<file path="src/rtl/twos_comp_seq_divider_pkg.sv">
`timescale 1ns/1ps
`default_nettype none
// +----------------------------------------------------------------------+
// | Module  : twos_comp_seq_divider_pkg                                  |
// | Purpose : Shared state encodings, default width and sign helpers     |
// |           for the sequential two's complement divider.               |
// | Rev     : 1.0  initial release                                       |
// +----------------------------------------------------------------------+
package twos_comp_seq_divider_pkg;

  localparam int DEFAULT_WIDTH = 4;

  // Helpers work on a wide container; callers zero-extend into it and
  // keep only their own low bits of the result.
  localparam int MAX_W = 64;

  localparam logic [1:0] ENC_IDLE = 2'd0;
  localparam logic [1:0] ENC_RUN  = 2'd1;
  localparam logic [1:0] ENC_FIX  = 2'd2;

  typedef enum logic [1:0] {
    ST_IDLE = ENC_IDLE,
    ST_RUN  = ENC_RUN,
    ST_FIX  = ENC_FIX
  } state_t;

  // Two's complement negation; low bits are correct for any narrower width.
  function automatic logic [MAX_W-1:0] neg_val(input logic [MAX_W-1:0] v);
    return -v;
  endfunction

  // Magnitude of a value whose sign bit is supplied separately by the caller.
  function automatic logic [MAX_W-1:0] abs_val(input logic [MAX_W-1:0] v,
                                               input logic         is_neg);
    return is_neg ? -v : v;
  endfunction

endpackage
`default_nettype wire

</file>
<file path="src/rtl/twos_comp_seq_divider_if.sv">
`timescale 1ns/1ps
`default_nettype none
// +----------------------------------------------------------------------+
// | Module  : twos_comp_seq_divider_if                                   |
// | Purpose : Start/done request bus of the sequential divider.          |
// | Rev     : 1.0  initial release                                       |
// +----------------------------------------------------------------------+
interface twos_comp_seq_divider_if
  import twos_comp_seq_divider_pkg::*;
#(
  parameter int WIDTH = DEFAULT_WIDTH
);
  logic             start;
  logic [WIDTH-1:0] dividend;
  logic [WIDTH-1:0] divisor;
  logic [WIDTH-1:0] quotient;
  logic [WIDTH-1:0] remainder;
  logic             busy;
  logic             done;
  logic             div_by_zero;
  logic             overflow;

  modport master (
    output start, dividend, divisor,
    input  quotient, remainder, busy, done, div_by_zero, overflow
  );

  modport slave (
    input  start, dividend, divisor,
    output quotient, remainder, busy, done, div_by_zero, overflow
  );
endinterface
`default_nettype wire

</file>
<file path="src/rtl/twos_comp_seq_divider_nr_addsub_step.sv">
`timescale 1ns/1ps
`default_nettype none
// +----------------------------------------------------------------------+
// | Module  : nr_addsub_step                                             |
// | Purpose : One non-restoring iteration: WIDTH+1-bit add or subtract   |
// |           of the divisor magnitude, plus the resulting quotient bit. |
// | Rev     : 1.0  initial release                                       |
// +----------------------------------------------------------------------+
module nr_addsub_step
  import twos_comp_seq_divider_pkg::*;
#(
  parameter int WIDTH = DEFAULT_WIDTH
) (
  input  wire logic [WIDTH:0]   i_p,     // partial remainder (already shifted)
  input  wire logic [WIDTH-1:0] i_d,     // divisor magnitude
  input  wire logic             i_m,     // 1 = subtract, 0 = add
  output logic      [WIDTH:0]   o_p,
  output logic                  o_qbit
);
  logic [WIDTH:0] w_d_ext;

  assign w_d_ext = {1'b0, i_d};

  // Single adder/subtractor shared by every iteration and the final restore.
  assign o_p    = i_m ? (i_p - w_d_ext) : (i_p + w_d_ext);

  // Non-negative result means the trial step "fit": quotient bit is 1.
  assign o_qbit = ~o_p[WIDTH];

endmodule
`default_nettype wire

</file>
<file path="src/rtl/twos_comp_seq_divider.sv">
`timescale 1ns/1ps
`default_nettype none
// +----------------------------------------------------------------------+
// | Module  : twos_comp_seq_divider                                      |
// | Purpose : Signed sequential non-restoring divider, WIDTH+2 edges     |
// |           from accepted start to done; truncating quotient,          |
// |           remainder follows the dividend sign.                       |
// | Rev     : 1.0  initial release                                       |
// +----------------------------------------------------------------------+
module twos_comp_seq_divider
  import twos_comp_seq_divider_pkg::*;
#(
  parameter int WIDTH = DEFAULT_WIDTH
) (
  input wire logic                 clk,
  input wire logic                 rst,
  twos_comp_seq_divider_if.slave   bus
);
  localparam int               CW        = $clog2(WIDTH);
  localparam logic [WIDTH-1:0] C_INT_MIN = {1'b1, {(WIDTH-1){1'b0}}};

  state_t           r_state;
  state_t           w_next;
  logic             w_load;
  logic             w_iter;
  logic             w_finish;

  logic [WIDTH:0]   r_p;        // signed partial remainder
  logic [WIDTH-1:0] r_q;        // dividend magnitude shifting out, quotient in
  logic [WIDTH-1:0] r_d;        // divisor magnitude
  logic [WIDTH-1:0] r_dvd;      // raw dividend (sign, div-by-zero remainder)
  logic             r_dvs_neg;
  logic [CW-1:0]    r_cnt;

  logic [WIDTH-1:0] r_quot;
  logic [WIDTH-1:0] r_rem;
  logic             r_done;
  logic             r_dz;
  logic             r_ov;

  logic [WIDTH:0]   w_step_p_in;
  logic             w_step_m;
  logic [WIDTH:0]   w_step_p_out;
  logic             w_step_qbit;

  logic [MAX_W-1:0] w_abs_dvd_ext;
  logic [MAX_W-1:0] w_abs_dvs_ext;
  logic [MAX_W-1:0] w_q_neg_ext;
  logic [MAX_W-1:0] w_r_neg_ext;
  logic [WIDTH-1:0] w_rem_mag;
  logic [WIDTH-1:0] w_quot_fix;
  logic [WIDTH-1:0] w_rem_fix;
  logic             w_dvd_neg;
  logic             w_dz;
  logic             w_ov;
  logic             w_unused;

  // State register; reset aborts any operation in flight.
  always_ff @(posedge clk or posedge rst) begin
    if (rst) r_state <= ST_IDLE;
    else     r_state <= w_next;
  end

  // Next-state and datapath control strobes.
  always_comb begin
    w_next   = r_state;
    w_load   = 1'b0;
    w_iter   = 1'b0;
    w_finish = 1'b0;
    case (r_state)
      ST_IDLE: begin
        if (bus.start) begin
          w_load = 1'b1;
          w_next = ST_RUN;
        end
      end
      ST_RUN: begin
        w_iter = 1'b1;
        if (r_cnt == '0) w_next = ST_FIX;
      end
      ST_FIX: begin
        w_finish = 1'b1;
        w_next   = ST_IDLE;
      end
      default: w_next = ST_IDLE;
    endcase
  end

  // Operand magnitudes captured at start.
  assign w_abs_dvd_ext = abs_val(MAX_W'(bus.dividend), bus.dividend[WIDTH-1]);
  assign w_abs_dvs_ext = abs_val(MAX_W'(bus.divisor),  bus.divisor[WIDTH-1]);

  // In RUN the step sees {P,Q} shifted left and the mode follows the sign of
  // P; in FIX the same step is reused as a plain add to restore a negative P.
  assign w_step_p_in = (r_state == ST_FIX) ? r_p  : {r_p[WIDTH-1:0], r_q[WIDTH-1]};
  assign w_step_m    = (r_state == ST_FIX) ? 1'b0 : ~r_p[WIDTH];

  nr_addsub_step #(
    .WIDTH (WIDTH)
  ) u_step (
    .i_p    (w_step_p_in),
    .i_d    (r_d),
    .i_m    (w_step_m),
    .o_p    (w_step_p_out),
    .o_qbit (w_step_qbit)
  );

  // Restored remainder is in [0, |divisor|) and so fits in WIDTH bits.
  assign w_rem_mag   = r_p[WIDTH] ? w_step_p_out[WIDTH-1:0] : r_p[WIDTH-1:0];
  assign w_q_neg_ext = neg_val(MAX_W'(r_q));
  assign w_r_neg_ext = neg_val(MAX_W'(w_rem_mag));
  assign w_dvd_neg   = r_dvd[WIDTH-1];

  assign w_quot_fix  = (w_dvd_neg ^ r_dvs_neg) ? w_q_neg_ext[WIDTH-1:0] : r_q;
  assign w_rem_fix   = w_dvd_neg ? w_r_neg_ext[WIDTH-1:0] : w_rem_mag;

  // Status: zero divisor, and the single quotient that does not fit (MIN / -1).
  assign w_dz = (r_d == '0);
  assign w_ov = r_dvs_neg && (r_d == WIDTH'(1)) && (r_dvd == C_INT_MIN);

  // Iteration datapath: load on accept, shift/step once per RUN cycle.
  always_ff @(posedge clk or posedge rst) begin
    if (rst) begin
      r_p       <= '0;
      r_q       <= '0;
      r_d       <= '0;
      r_dvd     <= '0;
      r_dvs_neg <= 1'b0;
      r_cnt     <= '0;
    end else if (w_load) begin
      r_p       <= '0;
      r_q       <= w_abs_dvd_ext[WIDTH-1:0];
      r_d       <= w_abs_dvs_ext[WIDTH-1:0];
      r_dvd     <= bus.dividend;
      r_dvs_neg <= bus.divisor[WIDTH-1];
      r_cnt     <= CW'(WIDTH-1);
    end else if (w_iter) begin
      r_p       <= w_step_p_out;
      r_q       <= {r_q[WIDTH-2:0], w_step_qbit};
      r_cnt     <= r_cnt - CW'(1);
    end
  end

  // Result registers: updated only on completion, held until the next one.
  always_ff @(posedge clk or posedge rst) begin
    if (rst) begin
      r_quot <= '0;
      r_rem  <= '0;
      r_done <= 1'b0;
      r_dz   <= 1'b0;
      r_ov   <= 1'b0;
    end else begin
      r_done <= w_finish;
      if (w_finish) begin
        r_quot <= w_dz ? '1    : w_quot_fix;
        r_rem  <= w_dz ? r_dvd : w_rem_fix;
        r_dz   <= w_dz;
        r_ov   <= w_ov;
      end
    end
  end

  assign bus.quotient    = r_quot;
  assign bus.remainder   = r_rem;
  assign bus.busy        = (r_state != ST_IDLE);
  assign bus.done        = r_done;
  assign bus.div_by_zero = r_dz;
  assign bus.overflow    = r_ov;

  // Upper bits of the wide helper results carry no information here.
  assign w_unused = ^{w_abs_dvd_ext[MAX_W-1:WIDTH], w_abs_dvs_ext[MAX_W-1:WIDTH],
                      w_q_neg_ext[MAX_W-1:WIDTH],   w_r_neg_ext[MAX_W-1:WIDTH]};

endmodule
`default_nettype wire
</file>
<file path="src/flat_wrapper.sv">
// flat-port wrapper written by rule: the top's interface ports become plain ports
module twos_comp_seq_divider_flat import twos_comp_seq_divider_pkg::*;
#(
  parameter int WIDTH = DEFAULT_WIDTH
)
  (clk, rst, bus_start, bus_dividend, bus_divisor, bus_quotient, bus_remainder, bus_busy, bus_done, bus_div_by_zero, bus_overflow);
  twos_comp_seq_divider_if #(.WIDTH(WIDTH)) bus_i ();
  input wire logic clk;
  input wire logic rst;
  input wire logic [$bits(bus_i.start)-1:0] bus_start;
  input wire logic [$bits(bus_i.dividend)-1:0] bus_dividend;
  input wire logic [$bits(bus_i.divisor)-1:0] bus_divisor;
  output wire logic [$bits(bus_i.quotient)-1:0] bus_quotient;
  output wire logic [$bits(bus_i.remainder)-1:0] bus_remainder;
  output wire logic [$bits(bus_i.busy)-1:0] bus_busy;
  output wire logic [$bits(bus_i.done)-1:0] bus_done;
  output wire logic [$bits(bus_i.div_by_zero)-1:0] bus_div_by_zero;
  output wire logic [$bits(bus_i.overflow)-1:0] bus_overflow;
  assign bus_i.start = bus_start;
  assign bus_i.dividend = bus_dividend;
  assign bus_i.divisor = bus_divisor;
  assign bus_quotient = bus_i.quotient;
  assign bus_remainder = bus_i.remainder;
  assign bus_busy = bus_i.busy;
  assign bus_done = bus_i.done;
  assign bus_div_by_zero = bus_i.div_by_zero;
  assign bus_overflow = bus_i.overflow;
  twos_comp_seq_divider #(.WIDTH(WIDTH)) u_core (.clk(clk), .rst(rst), .bus(bus_i));
endmodule
</file>
<file path="config.mk">
export PLATFORM = sky130hd
export DESIGN_NAME = twos_comp_seq_divider_flat
export DESIGN_NICKNAME = d
export VERILOG_FILES = /design/src/rtl/twos_comp_seq_divider_pkg.sv /design/src/rtl/twos_comp_seq_divider_if.sv /design/src/rtl/twos_comp_seq_divider_nr_addsub_step.sv /design/src/rtl/twos_comp_seq_divider.sv /design/src/flat_wrapper.sv
export SDC_FILE = /design/constraint.sdc
export NUM_CORES = 1
export LEC_CHECK = 0
export CORE_MARGIN = 5
export CORE_UTILIZATION = 50
export CTS_BUF_LIST = sky130_fd_sc_hd__clkbuf_8
export CTS_CLUSTER_SIZE = 25
export DETAILED_ROUTE_END_ITERATION = 10
export GPL_TIMING_DRIVEN = 0
export PLACE_DENSITY = 0.73
export SLEW_MARGIN = 20
export SYNTH_ARGS = -nofsm -noshare
export SYNTH_HDL_FRONTEND = slang
export SYNTH_SLANG_ARGS = --single-unit
</file>
<file path="constraint.sdc">
create_clock -name clk -period 3.7 [get_ports clk]
set_input_delay 0.37 -clock clk [delete_from_list [all_inputs] [get_ports clk]]
set_output_delay 0.37 -clock clk [all_outputs]
set_load 0.02 [all_outputs]
</file>
### Word-level counts from Yosys, hierarchy flattened

Cells that the tools add are included.

* div/mod/pow operators: 0
* eq/ne operators: 6
* multiply operators: 0
* multiplexer cells: 23
* reductions and logical operators: 8
* shift-type cells: 0
* magnitude comparators: 0
* bitwise logic cells: 3
* $add $sub $neg: 7

Operators with widths (count)
* two-way mux 4 bit: 9
* two-way mux 5 bit: 4
* negation 4 bit: 4
* two-way mux 2 bit: 4
* adder 5 x 4 -> 5 bit: 1
* two-way mux 1 bit: 5
* subtractor 5 x 4 -> 5 bit: 1
* equality test 4 x 1 -> 1 bit (second input constant): 1
* equality test 4 bit (second input constant): 1
* logical NOT 2 bit: 2
* logical NOT 4 bit: 1
* case mux 2 bit (2 select lines): 1
* nonzero test 2 bit: 2
* equality test 2 x 1 -> 1 bit (second input constant): 1
* equality test 2 bit (second input constant): 1
* logical AND 1 bit: 2
* != test 2 x 1 -> 1 bit (second input constant): 1
* != test 2 bit (second input constant): 1
* NOT 1 bit: 2
* AND reduction 2 bit: 1
* subtractor 2 x 1 -> 2 bit (second input constant): 1
* bitwise XOR 1 bit: 1

* memory bits (read-only): 0
* memories: 0
* bits in registers: 33
* memory bits (writable): 0
* logic and storage cells: 59
* latch bits: 0

### Depth between registers and ports, before layout

Gate-level depths: netlist (run 1).

* depth after elaboration: 8
* mapped depth: 14

### Hierarchy

From an unflattened synthesis (run 1), not the netlist that was laid out.

* cells, all modules: 227
* area, all modules: 1936.9 µm²

By module, submodules not included
* twos_comp_seq_divider: area an instance 1717.9 µm², cells each 199, instances 1
* nr_addsub_step: area an instance 219.0 µm², cells each 28, instances 1

### Worst setup path before layout (run 1)

No wires, ideal clock.

* path kind: reg-to-reg
* start: reg u_core.r_state[0]
* end: reg u_core.r_rem[3] (netlist: u_core.bus.remainder[3])
* setup slack: 1102 ps
* cell stages (with the launch flop): 12
* period minus slack after synthesis: 2598 ps
* data arrival time: 2516 ps
* buffers on the path: 2
* path through: dfrtp_1 -> nand2b_1 -> buf_2 -> inv_2 -> clkbuf_1 -> nand2_1 -> nand2_1 -> fa_1 -> mux2_2 -> o41a_1 -> xnor2_1 -> o21ai_0

* elaborated cells between the ends (all ways): 11

RTL lines
* from (decl): line twos_comp_seq_divider.sv:22 `state_t r_state;`
* from (signal assigned): line twos_comp_seq_divider.sv:61 `else r_state <= w_next;`
* equality test 2 bit: line twos_comp_seq_divider.sv:70 `case (r_state)`
* two-way mux 1 bit: line twos_comp_seq_divider.sv:70
* via u_core.w_finish: line twos_comp_seq_divider.sv:26 `logic w_finish;`
* to (signal assigned): line twos_comp_seq_divider.sv:156 `r_rem <= w_dz ? r_dvd : w_rem_fix;`
* to (decl): line twos_comp_seq_divider.sv:36 `logic [WIDTH-1:0] r_rem;`

The timed path passes the listed nets, and every way through them passes these cells.
A chain may end at the register's enable or synchronous reset.

### Final worst setup path (run 1)

Ends and elaborated chain as after synthesis.

==> results.md, run 1 <==
* Mapped Avg Cell Area at 9.41 sq um
* Drt drc at 0
* GR Overflow Total at 0
* Routability Congestion at 0.875
* Antenna cells at 0
* Post-CTS resize count at 0
* Mapped Area at 0.00192 sq mm
* Hold Crit Class: flip-flop to flip-flop
* Kind of start point of the critical path: flip-flop
* Yosys warnings at 0
* Most frequent cells in the layout: dfrtp_1, nand2_1, clkdlybuf4s50_1
* Status: completed
* Sink Count at 33
* Maximum root-to-sink buffer count at 2
* Syn nets at 227
* Synth unique cells at 39
* Sequential-to-total area share from yosys stat at 43.0%
* Die W at 72.0 um
* Final-stage net count at 256
* Post-CTS setup buffers at 0
* Die height at 72.0 um
* Largest net degree at the start of global routing at 34
* Tot GR Track Use at 16.3%
* Crit-path cells: nand2b_1, buf_2, inv_2, clkbuf_1, nand2_1, nand2_1, fa_1, mux2_2, o41a_1, xnor2_1, o21ai_0
* Initial Utilization at 52.1%
* WL/cell at 13.3 um
* Number of port buffers at 22
* Fmax achieved at 333 MHz
* Share of layout cells above drive strength 1 at 11.1%
* Num CTS Buffers at 5
* Clk pin slew, worst setup/hold paths at 0.07 ns
* # setup viols final at 0
* Root Buffer: clkbuf_8
* Clk_lat worst skew at 0.28 ns
* Worst slew pin tran at 0.659 ns
* Commonest non-fill, non-tap cell in the layout: dfrtp_1
* Critical path fanouts, max at 10
* Crit path kind: flip-flop to flip-flop
* DIE AREA at 0.00518 sq mm
* Final wirelength at 3.76 mm
* Clock period minus worst slack at 3.00 ns
* Post-route clock period utilization at 81.1%
* # IOs at 23
* First-pass GRT wire length at 6.66 mm
* Num rows at 22
* 1st-iter DRT viols at 147
* Final Max Tran Viols at 0
* Total Neg Setup Slack at 0 ns
* Max VDD drop at 0.437 mV
* Most used cell along the critical path: nand2_1
* Hold Fails Final Rpt at 0
* Pre-antenna DRT Iters at 4
* Critical Path Slowest Stage Cell: fa_1
* PD cells at 1050 mW/mm^2
* Max-slew headroom at 56.0%
* Hold-fix buffers, CTS at 0
* Antenna violations before repair at 0
* H-tree depth at 2
* Max cap viols at 0
* Final core occ at 62.9%
* Leak at 1.06 nW
* Worst EP arrival at 3.16 ns
* CTS tree: yes
* FF+latch count, synth at 33
* Largest stage delay, worst path at 0.44 ns
* Worst Skew at 0.00746 ns
* Placed wire-length estimate at 2.88 mm
* Vias at 1509
* Req. time, crit path at 3.86 ns
* Antenna Nets Post-Route at 0
* Core Box Area at 0.00369 sq mm
* WP buf/inv at 3
* Gate Count Post-Synth at 204
* Top delay family on crit path: buffers and inverters
* Layout area overhead at 20.8%
* RSZ-0062 raised after global routing: no
* Vias/cell at 5.35
* Setup crit end kind: flip-flop
* Vias in the first global route at 1409
## kinds of logic (layout without fill, tap and decap cells)
logic type | after synthesis | after routing | synth area share [%]
XOR/XNOR | 12 | 12 | 5.47
flip-flops | 33 | 33 | 43.0
AND/OR/NAND/NOR | 66 | 66 | 16.4
adder cells (fa/ha/maj) | 12 | 12 | 8.21
buffers and inverters | 25 | 55 | 5.47
AO/OA/AOI/OAI | 43 | 43 | 14.3
multiplexers | 13 | 13 | 7.23
## registers in the layout (all words and copies together) (netlist names)
register and cells:
u_core.bus.overflow 1, u_core.r_dvs_neg 1, u_core.bus.remainder 4, u_core.bus.div_by_zero 1, u_core.r_q 4, u_core.r_cnt 2
u_core.r_p 5, u_core.bus.done 1, u_core.r_d 4, u_core.bus.quotient 4, u_core.r_state 2, u_core.r_dvd 4
## layer usage
layer	vias up	part of all wire (%)	track usage, %
met4	0	0.80	4.18
met2	39	45	25.0
met1	702	50	22.8
met5	-	0	0
met3	4	4.9	4.71
li1	764	-	-
## stage by stage
step / hold slack, ns / area, sq um / cells / worst slack, ns / power, W
floorplan: 0.445 / 1920 / 204 / 1.10 / 0.00173
global placement: 0.460 / 2200 / 274 / 0.764 / 0.00207
detailed placement: 0.469 / 2200 / 274 / 0.708 / 0.00210
CTS: 0.478 / 2320 / 282 / 0.696 / 0.00246
global route: 0.491 / 2320 / 282 / 0.441 / 0.00268
finish: 0.474 / 2320 / 282 / 0.698 / 0.00244
## where the power goes
part / switching (W) / internal [W]
Sequential: 0.000148 / 0.000533
Combinational: 0.000747 / 0.000661
Clock: 0.000132 / 0.000219
Total: 0.00103 / 0.00141
## final cells by class
class / instances / area, sq um
clock inverter: 2 / 37.5
clock buffer: 6 / 82.6
buffer: 9 / 45.0
multi-input combinational: 146 / 990
inverter: 16 / 60.1
timing repair buffer: 22 / 220
sequential: 33 / 826
fill: 330 / 1370
tap: 48 / 60.1
## cell usage after synthesis
master | count | area, sq um
dfrtp_1 | 33 | 826
nand2_1 | 27 | 101
nor2_1 | 18 | 67.6
inv_1 | 15 | 56.3
o21ai_0 | 15 | 75.1
ha_1 | 11 | 138
a21oi_1 | 10 | 50.1
xnor2_1 | 10 | 87.6
mux2_2 | 7 | 78.8
mux2i_1 | 6 | 60.1
o22ai_1 | 5 | 31.3
a31oi_1 | 4 | 25.0
clkbuf_1 | 4 | 15.0
nand2b_1 | 4 | 25.0
nor3_1 | 4 | 20.0
buf_2 | 3 | 15.0
nor4b_1 | 3 | 26.3
a221o_1 | 2 | 20.0
nor2b_1 | 2 | 12.5
xor2_1 | 2 | 17.5
a211o_1 | 1 | 8.76
a211oi_1 | 1 | 7.51
a21o_1 | 1 | 7.51
and2_1 | 1 | 6.26
and4b_1 | 1 | 10.0
buf_1 | 1 | 3.75
buf_6 | 1 | 11.3
fa_1 | 1 | 20.0
inv_2 | 1 | 3.75
nand3b_1 | 1 | 7.51
nand4_1 | 1 | 6.26
nor2_2 | 1 | 6.26
nor3b_1 | 1 | 7.51
o211ai_2 | 1 | 12.5
o311ai_2 | 1 | 16.3
o32ai_1 | 1 | 8.76
o41a_1 | 1 | 11.3
or2_2 | 1 | 6.26
or3b_4 | 1 | 11.3
## path summary, 6_finish.rpt
check                                  start                      end  slack (ns)  cells after the start
hold / removal               u_core.r_cnt[0]          u_core.r_cnt[0]        0.47                      1
setup reg to reg           u_core.r_state[0]  u_core.bus.remainder[3]        0.70                     11
hold reg to reg              u_core.r_cnt[0]          u_core.r_cnt[0]        0.47                      1
setup / recovery           u_core.r_state[0]  u_core.bus.remainder[3]        0.70                     11
min in group asynchronous                rst   u_core.bus.quotient[2]        0.50                      2
max in group asynchronous                rst            u_core.r_p[3]        2.77                      2
No activity file was read; power rests on OpenSTA's default activity.
==> run 2: changes to the inputs <==
--- a/config.mk
+++ b/config.mk
@@ -11,7 +11,7 @@
 export CTS_CLUSTER_SIZE = 25
 export DETAILED_ROUTE_END_ITERATION = 10
 export GPL_TIMING_DRIVEN = 0
-export PLACE_DENSITY = 0.73
+export PLACE_DENSITY = 0.76
 export SLEW_MARGIN = 20
 export SYNTH_ARGS = -nofsm -noshare
 export SYNTH_HDL_FRONTEND = slang
==> constraint.sdc (replaced) <==
create_clock -name clk -period 2.5 [get_ports clk]
set_input_delay 0.25 -clock clk [delete_from_list [all_inputs] [get_ports clk]]
set_output_delay 0.25 -clock clk [all_outputs]
set_load 0.02 [all_outputs]
==> run 2 against run 1 <==
  * The run now ends with setup timing left
  * Count of clock-buffer cells in the layout is the same
  * Die area did not move
  * Worst setup slack worse by 0.75 ns
  * Critical endpoint is now u_core.bus.remainder[1]
  * Sequential share of layout area decreased by 2.2 points
  * First-iteration DRC count up 38%
  * Fmax increased by 17%
==> results.md, run 2 (synthesis results as in run 1) <==
* Dpl cell area at 0.00221 sq mm (+0.28%)
* Critical path fanouts, max at 5 (-5)
* Sink Count at 33 (unchanged)
* Leak at 1.12 nW (+5.9%)
* # IOs at 23 (unchanged)
* Status: finished, violations left
* Pre-antenna DRT Iters at 4 (unchanged)
* Post-route clock period utilization at 102% (+21 points)
* Kind of start point of the critical path: flip-flop
* Vias/cell at 5.46 (+2.1%)
* Antenna violations before repair at 0 (unchanged)
* Failing checks: setup timing
* Number of port buffers at 22 (unchanged)
* Worst slew pin tran at 0.673 ns (+0.0135 ns)
* Hold Slack at 0.382 ns (-0.0923 ns)
* Root Buffer: clkbuf_8
* H-tree depth at 2 (unchanged)
* 1st-iter DRT viols at 203 (+38%)
* Req. time, crit path at 2.68 ns (-1.18 ns)
* PD cells at 1680 mW/mm^2 (+59%)
* Max-slew headroom at 55.1% (-0.90 points)
* Hold Crit Class: input pin to async pin
* Clock period minus worst slack at 2.56 ns (-0.445 ns)
* Hold-fix buffers, CTS at 0 (unchanged)
* Total Neg Setup Slack at -0.117 ns (-0.117 ns)
* Tot GR Track Use at 16.6% (+0.30 points)
* Max VDD drop at 0.703 mV (+61%)
* Final core occ at 67.1% (+4.2 points)
* Reg2reg path depth at 12 (+1)
* Num CTS Buffers at 5 (unchanged)
* Crit path kind: flip-flop to flip-flop
* Max cap viols at 0 (unchanged)
* Die height at 72.0 um (unchanged)
* # setup viols final at 3 (+3)
* RSZ-0062 raised after global routing: yes
* Final Max Tran Viols at 0 (unchanged)
* Clk_lat worst skew at 0.29 ns (about the same)
* CTS tree: yes
* First-pass GRT wire length at 6.72 mm (+0.93%)
* Num rows at 22 (unchanged)
* Fin worst setup slack at -0.0565 ns (-0.755 ns)
* Antenna cells at 0 (unchanged)
* Clk pin slew, worst setup/hold paths at 0.07 ns (about the same)
* Largest net degree at the start of global routing at 34 (unchanged)
* Die W at 72.0 um (unchanged)
* Placed wire-length estimate at 2.96 mm (+2.8%)
* Worst EP arrival at 2.73 ns (-0.43 ns)
* Worst Skew at 0.00694 ns (-0.000527 ns)
* Share of layout cells above drive strength 1 at 19.8% (+8.6 points)
* WL/cell at 14.6 um (+9.3%)
* Biggest register: u_core.r_p
* Commonest non-fill, non-tap cell in the layout: dfrtp_1
* Most frequent cells in the layout: dfrtp_1, nand2_1, clkdlybuf4s50_1
* Vias in the first global route at 1451 (+3.0%)
* Core Box Area at 0.00369 sq mm (unchanged)
* Reg2reg start: u_core.r_state[1]
* Reg-to-reg endpoint: u_core.bus.remainder[1]
* Maximum root-to-sink buffer count at 2 (unchanged)
* Vias at 1590 (+5.4%)
* Hold Fails Final Rpt at 0 (unchanged)
* DIE AREA at 0.00518 sq mm (unchanged)
* Antenna Nets Post-Route at 0 (unchanged)
* Drt drc at 0 (unchanged)
* Routability Congestion at 0.867 (-0.95%)
* Fmax achieved at 391 MHz (+17%)
* FF-to-FF setup slack at -0.06 ns (-0.75 ns)
* GR Overflow Total at 0 (unchanged)
* Layout area overhead at 28.9%
* Final wirelength at 4.25 mm (+13%)
* Initial Utilization at 52.1% (unchanged)
* Max reg flops at 5 (unchanged)
* Finished Cell Area at 0.00248 sq mm (+6.7%)
* Setup crit end kind: flip-flop
* Final-stage net count at 265 (+3.5%)
[run 2: power breakdown]
group,switching (W),internal [W],total (W),leakage (nW)
combinational,0.00130,0.00131,0.00261,0.658
sequential,0.000225,0.000789,0.00101,0.403
clock,0.000198,0.000324,0.000522,0.0574
total,0.00173,0.00242,0.00415,1.12
[run 2: cell type report]
| type | instances | area, sq um |
|---|---|---|
| fill | 300 | 1210 |
| multi-input combinational | 146 | 1050 |
| sequential | 33 | 826 |
| timing repair buffer | 32 | 295 |
| clock buffer | 6 | 82.6 |
| inverter | 16 | 67.6 |
| tap | 48 | 60.1 |
| buffer | 8 | 53.8 |
| clock inverter | 2 | 37.5 |
[run 2: how the worst max path moves through the flow]
| stage | from | endpoint | slack [ns] |
|---|---|---|---|
| global route | u_core.r_state[1] | u_core.bus.remainder[1] | -0.15 |
| global placement | u_core.r_state[1] | u_core.bus.remainder[3] | -0.25 |
| CTS | u_core.r_state[1] | u_core.bus.remainder[1] | -0.06 |
| finish | u_core.r_state[1] | u_core.bus.remainder[1] | -0.06 |
| floorplan | u_core.r_state[0] | u_core.bus.remainder[3] | 0.009 |
| detailed placement | u_core.r_state[1] | u_core.bus.remainder[1] | -0.34 |
[run 2: critical path, stage by stage, from the launching register on]
cell	delay (ns)
dfrtp_1	0.42
nand2b_4	0.15
inv_8	0.05
nor2_4	0.14
mux2i_4	0.28
fa_2	0.48
mux2_4	0.29
inv_2	0.07
ha_4	0.18
mux2i_1	0.16
nand2_1	0.07
o21ai_1	0.07
o21ai_1	0.07
[run 2: timing repair]
item                                    in CTS  in global routing
endpoints found under the setup margin       5                  4
gates resized for setup                     17                  8
pin swaps                                    5                  9
setup buffers                                6                  4
endpoints found under the hold margin        0                  0
[run 2: through the flow]
| stage | std cells | power [W] | setup slack, ns |
|---|---|---|---|
| final | 291 | 0.00415 | -0.0565 |
| after global routing | 291 | 0.00443 | -0.151 |
| after CTS | 288 | 0.00383 | -0.0632 |
| after detailed placement | 274 | 0.00311 | -0.344 |
| after global placement | 274 | 0.00305 | -0.247 |
| after floorplan | 204 | 0.00256 | 0.00887 |
[run 2: metal layers]
layer	vias to the layer above	global-route usage (%)	part of all wire [%]
met5	-	0	0
met4	0	6.47	2.0
met1	741	22.1	43
met3	10	4.99	7.7
met2	62	25.5	47
li1	777	-	-
==> run 3: changes to the inputs <==
--- a/config.mk
+++ b/config.mk
@@ -7,7 +7,7 @@
 export LEC_CHECK = 0
 export CORE_MARGIN = 5
 export CORE_UTILIZATION = 50
-export CTS_BUF_LIST = sky130_fd_sc_hd__clkbuf_8
+export CTS_BUF_LIST = sky130_fd_sc_hd__clkbuf_16
 export CTS_CLUSTER_SIZE = 25
 export DETAILED_ROUTE_END_ITERATION = 10
 export GPL_TIMING_DRIVEN = 0
==> run 3 against run 2 <==
  * The flow still finishes with violations (setup timing)
  * Count of clock-buffer cells in the layout down 1
  * Combinational power is 4% lower
  * Core utilization rose by 0.95 points
  * Critical path depth unchanged
  * First-iteration DRC count shrank 38%
  * Worst setup slack gained 0.018 ns
  * Global-route usage increased by 0.27 points
  * Highest routed layer unchanged
==> results.md, run 3 (synthesis results as in run 1) <==
* Status: finished, violations left
* Failing checks: setup timing
* Most frequent cells in the layout: dfrtp_1, nand2_1, clkdlybuf4s50_1
* Routability Congestion at 0.867 (unchanged)
* Vias at 1629 (+2.5%)
* 1st-iter DRT viols at 126 (-38%)
* Total Neg Setup Slack at -0.0384 ns (+0.0790 ns)
* Fin worst setup slack at -0.0384 ns (+0.0181 ns)
* WL/cell at 15.0 um (+3.1%)
* Placed wire-length estimate at 2.96 mm (unchanged)
* H-tree depth at 2 (unchanged)
* Worst slew pin tran at 0.685 ns (+0.0119 ns)
* Vias/cell at 5.62 (+2.8%)
* Vias in the first global route at 1468 (+1.2%)
* First-pass GRT wire length at 6.78 mm (+0.92%)
* Crit-path cells: nand2b_4, inv_6, nor2_4, mux2i_2, fa_2, mux2_4, inv_2, ha_4, mux2i_1, nand2_1, o21ai_1, o21ai_1
* Pre-CTS setup slack at -0.344 ns (unchanged)
* Crit path kind: flip-flop to flip-flop
* Kind of start point of the critical path: flip-flop
* # setup viols final at 1 (-2)
* Max VDD drop at 0.734 mV (+4.4%)
* DIE AREA at 0.00518 sq mm (unchanged)
* Commonest non-fill, non-tap cell in the layout: dfrtp_1
* Final Max Tran Viols at 0 (unchanged)
* Post-route clock period utilization at 102% (-0.72 points)
* Max reg flops at 5 (unchanged)
* Tot GR Track Use at 16.9% (+0.27 points)
* Most used cell along the critical path: o21ai_1
* Final wirelength at 4.36 mm (+2.7%)
* Largest net degree at the start of global routing at 34 (unchanged)
* FF/Latch Area at 827 sq um (+0.15%)
* Hold Fails Final Rpt at 0 (unchanged)
* Total power at 0.00422 W (+1.7%)
* Maximum root-to-sink buffer count at 2 (unchanged)
* Critical path fanouts, max at 8 (+3)
* Hold Slack at 0.402 ns (+0.0208 ns)
* GR Overflow Total at 0 (unchanged)
* PD cells at 1680 mW/mm^2 (+0.27%)
* Layout area overhead at 30.7%
* WP buf/inv at 2 (unchanged)
* Fmax achieved at 394 MHz (+0.71%)
* Setup crit end kind: flip-flop
* # IOs at 23 (unchanged)
* Max-slew headroom at 54.3% (-0.80 points)
* Num CTS Buffers at 5 (unchanged)
* Biggest register: u_core.r_p
* Hold-fix buffers, CTS at 0 (unchanged)
* Pre-antenna DRT Iters at 4 (unchanged)
* Filler cell count at 297 (-1.0%)
* Critical Path Slowest Stage Cell: fa_2
* Req. time, crit path at 2.66 ns (-0.02 ns)
* Clk_lat worst skew at 0.28 ns (about the same)
* Antenna cells at 0 (unchanged)
* Largest stage delay, worst path at 0.49 ns (about the same)
* Clk pin slew, worst setup/hold paths at 0.05 ns (-0.02 ns)
* Antenna violations before repair at 0 (unchanged)
* Number of port buffers at 22 (unchanged)
* Share of layout cells above drive strength 1 at 19.8% (+0.082 points)
* Final-stage net count at 264 (-0.38%)
* Clock period minus worst slack at 2.54 ns (-0.0181 ns)
* Max cap viols at 0 (unchanged)
* Num rows at 22 (unchanged)
* Multi-input logic area at 0.00105 sq mm (-0.59%)
* CTS tree: yes
* Layout Cells excl Fill at 290 (-0.34%)
* Worst Skew at 0.00359 ns (-0.00335 ns)
* Top delay family on crit path: multiplexers
* Die height at 72.0 um (unchanged)
* Root Buffer: clkbuf_16
* Die W at 72.0 um (unchanged)
* RSZ-0062 raised after global routing: yes
* Leak at 1.13 nW (+0.90%)
* Worst EP arrival at 2.70 ns (-0.03 ns)
* Drt drc at 0 (unchanged)
* Placed insts at 274 (unchanged)
* Core Box Area at 0.00369 sq mm (unchanged)
* Sink Count at 33 (unchanged)
* Antenna Nets Post-Route at 0 (unchanged)
* Initial Utilization at 52.1% (unchanged)
* Hold Crit Class: input pin to async pin
==> run 3: changes by cell type in the layout (fill, tap and decap cells not counted), sizes merged <==
cell and delta:
buf -1, clkbuf -1, clkinv +1
==> run 3: area by class of cell <==
type / instances / share of cell area (%)
Multi-Input combinational cell: 146 / 41.7
Sequential cell: 33 / 32.9
Timing Repair Buffer: 31 / 11.5
Clock buffer: 5 / 4.98
Inverter: 16 / 2.59
Tap cell: 48 / 2.39
Buffer: 8 / 2.29
Clock inverter: 3 / 1.64
==> run 3: path summary, 6_finish.rpt <==
kind                                        startpoint                      end  slack [ns]  cells after the start
worst min-delay path                               rst          u_core.bus.done        0.40                      2
worst max register to register       u_core.r_state[1]  u_core.bus.remainder[1]       -0.04                     12
worst max-delay path                 u_core.r_state[1]  u_core.bus.remainder[1]       -0.04                     12
max in group asynchronous                          rst            u_core.r_p[4]        1.61                      2
min in group clk                u_core.bus.div_by_zero   u_core.bus.div_by_zero        0.47                      2
worst min register to register  u_core.bus.div_by_zero   u_core.bus.div_by_zero        0.47                      2
==> run 3: timing repair <==
item                                    CTS  global route
gates cloned                              0             0
endpoints found under the setup margin    5             5
pin swaps                                 5             7
gates resized for setup                  20             6
endpoints found under the hold margin     0             0
buffers inserted                          4             5
==> run 3: through the flow <==
step           instance area [sq um]  utilization (%)
3_3_place_gp                    2210             59.8
3_5_place_dp                    2210             59.8
2_1_floorplan                   1930                -
5_1_grt                         2510             68.1
6_report                        2510             68.1
4_1_cts                         2460             66.8
==> run 3: metal layers <==
layer | share of wire [%] | vias up | global-route usage, %
met5 | 0 | - | 0
li1 | - | 777 | -
met2 | 49 | 59 | 27.1
met3 | 7.3 | 12 | 5.12
met1 | 42 | 781 | 21.8
met4 | 1.8 | 0 | 5.64
==> run 3: power by group <==
group | internal (W) | total (W) | leakage, nW | switching [W]
Sequential | 0.000792 | 0.00103 | 0.401 | 0.000234
Combinational | 0.00123 | 0.00251 | 0.649 | 0.00128
Clock | 0.000465 | 0.000681 | 0.0775 | 0.000215
Total | 0.00249 | 0.00422 | 1.13 | 0.00173
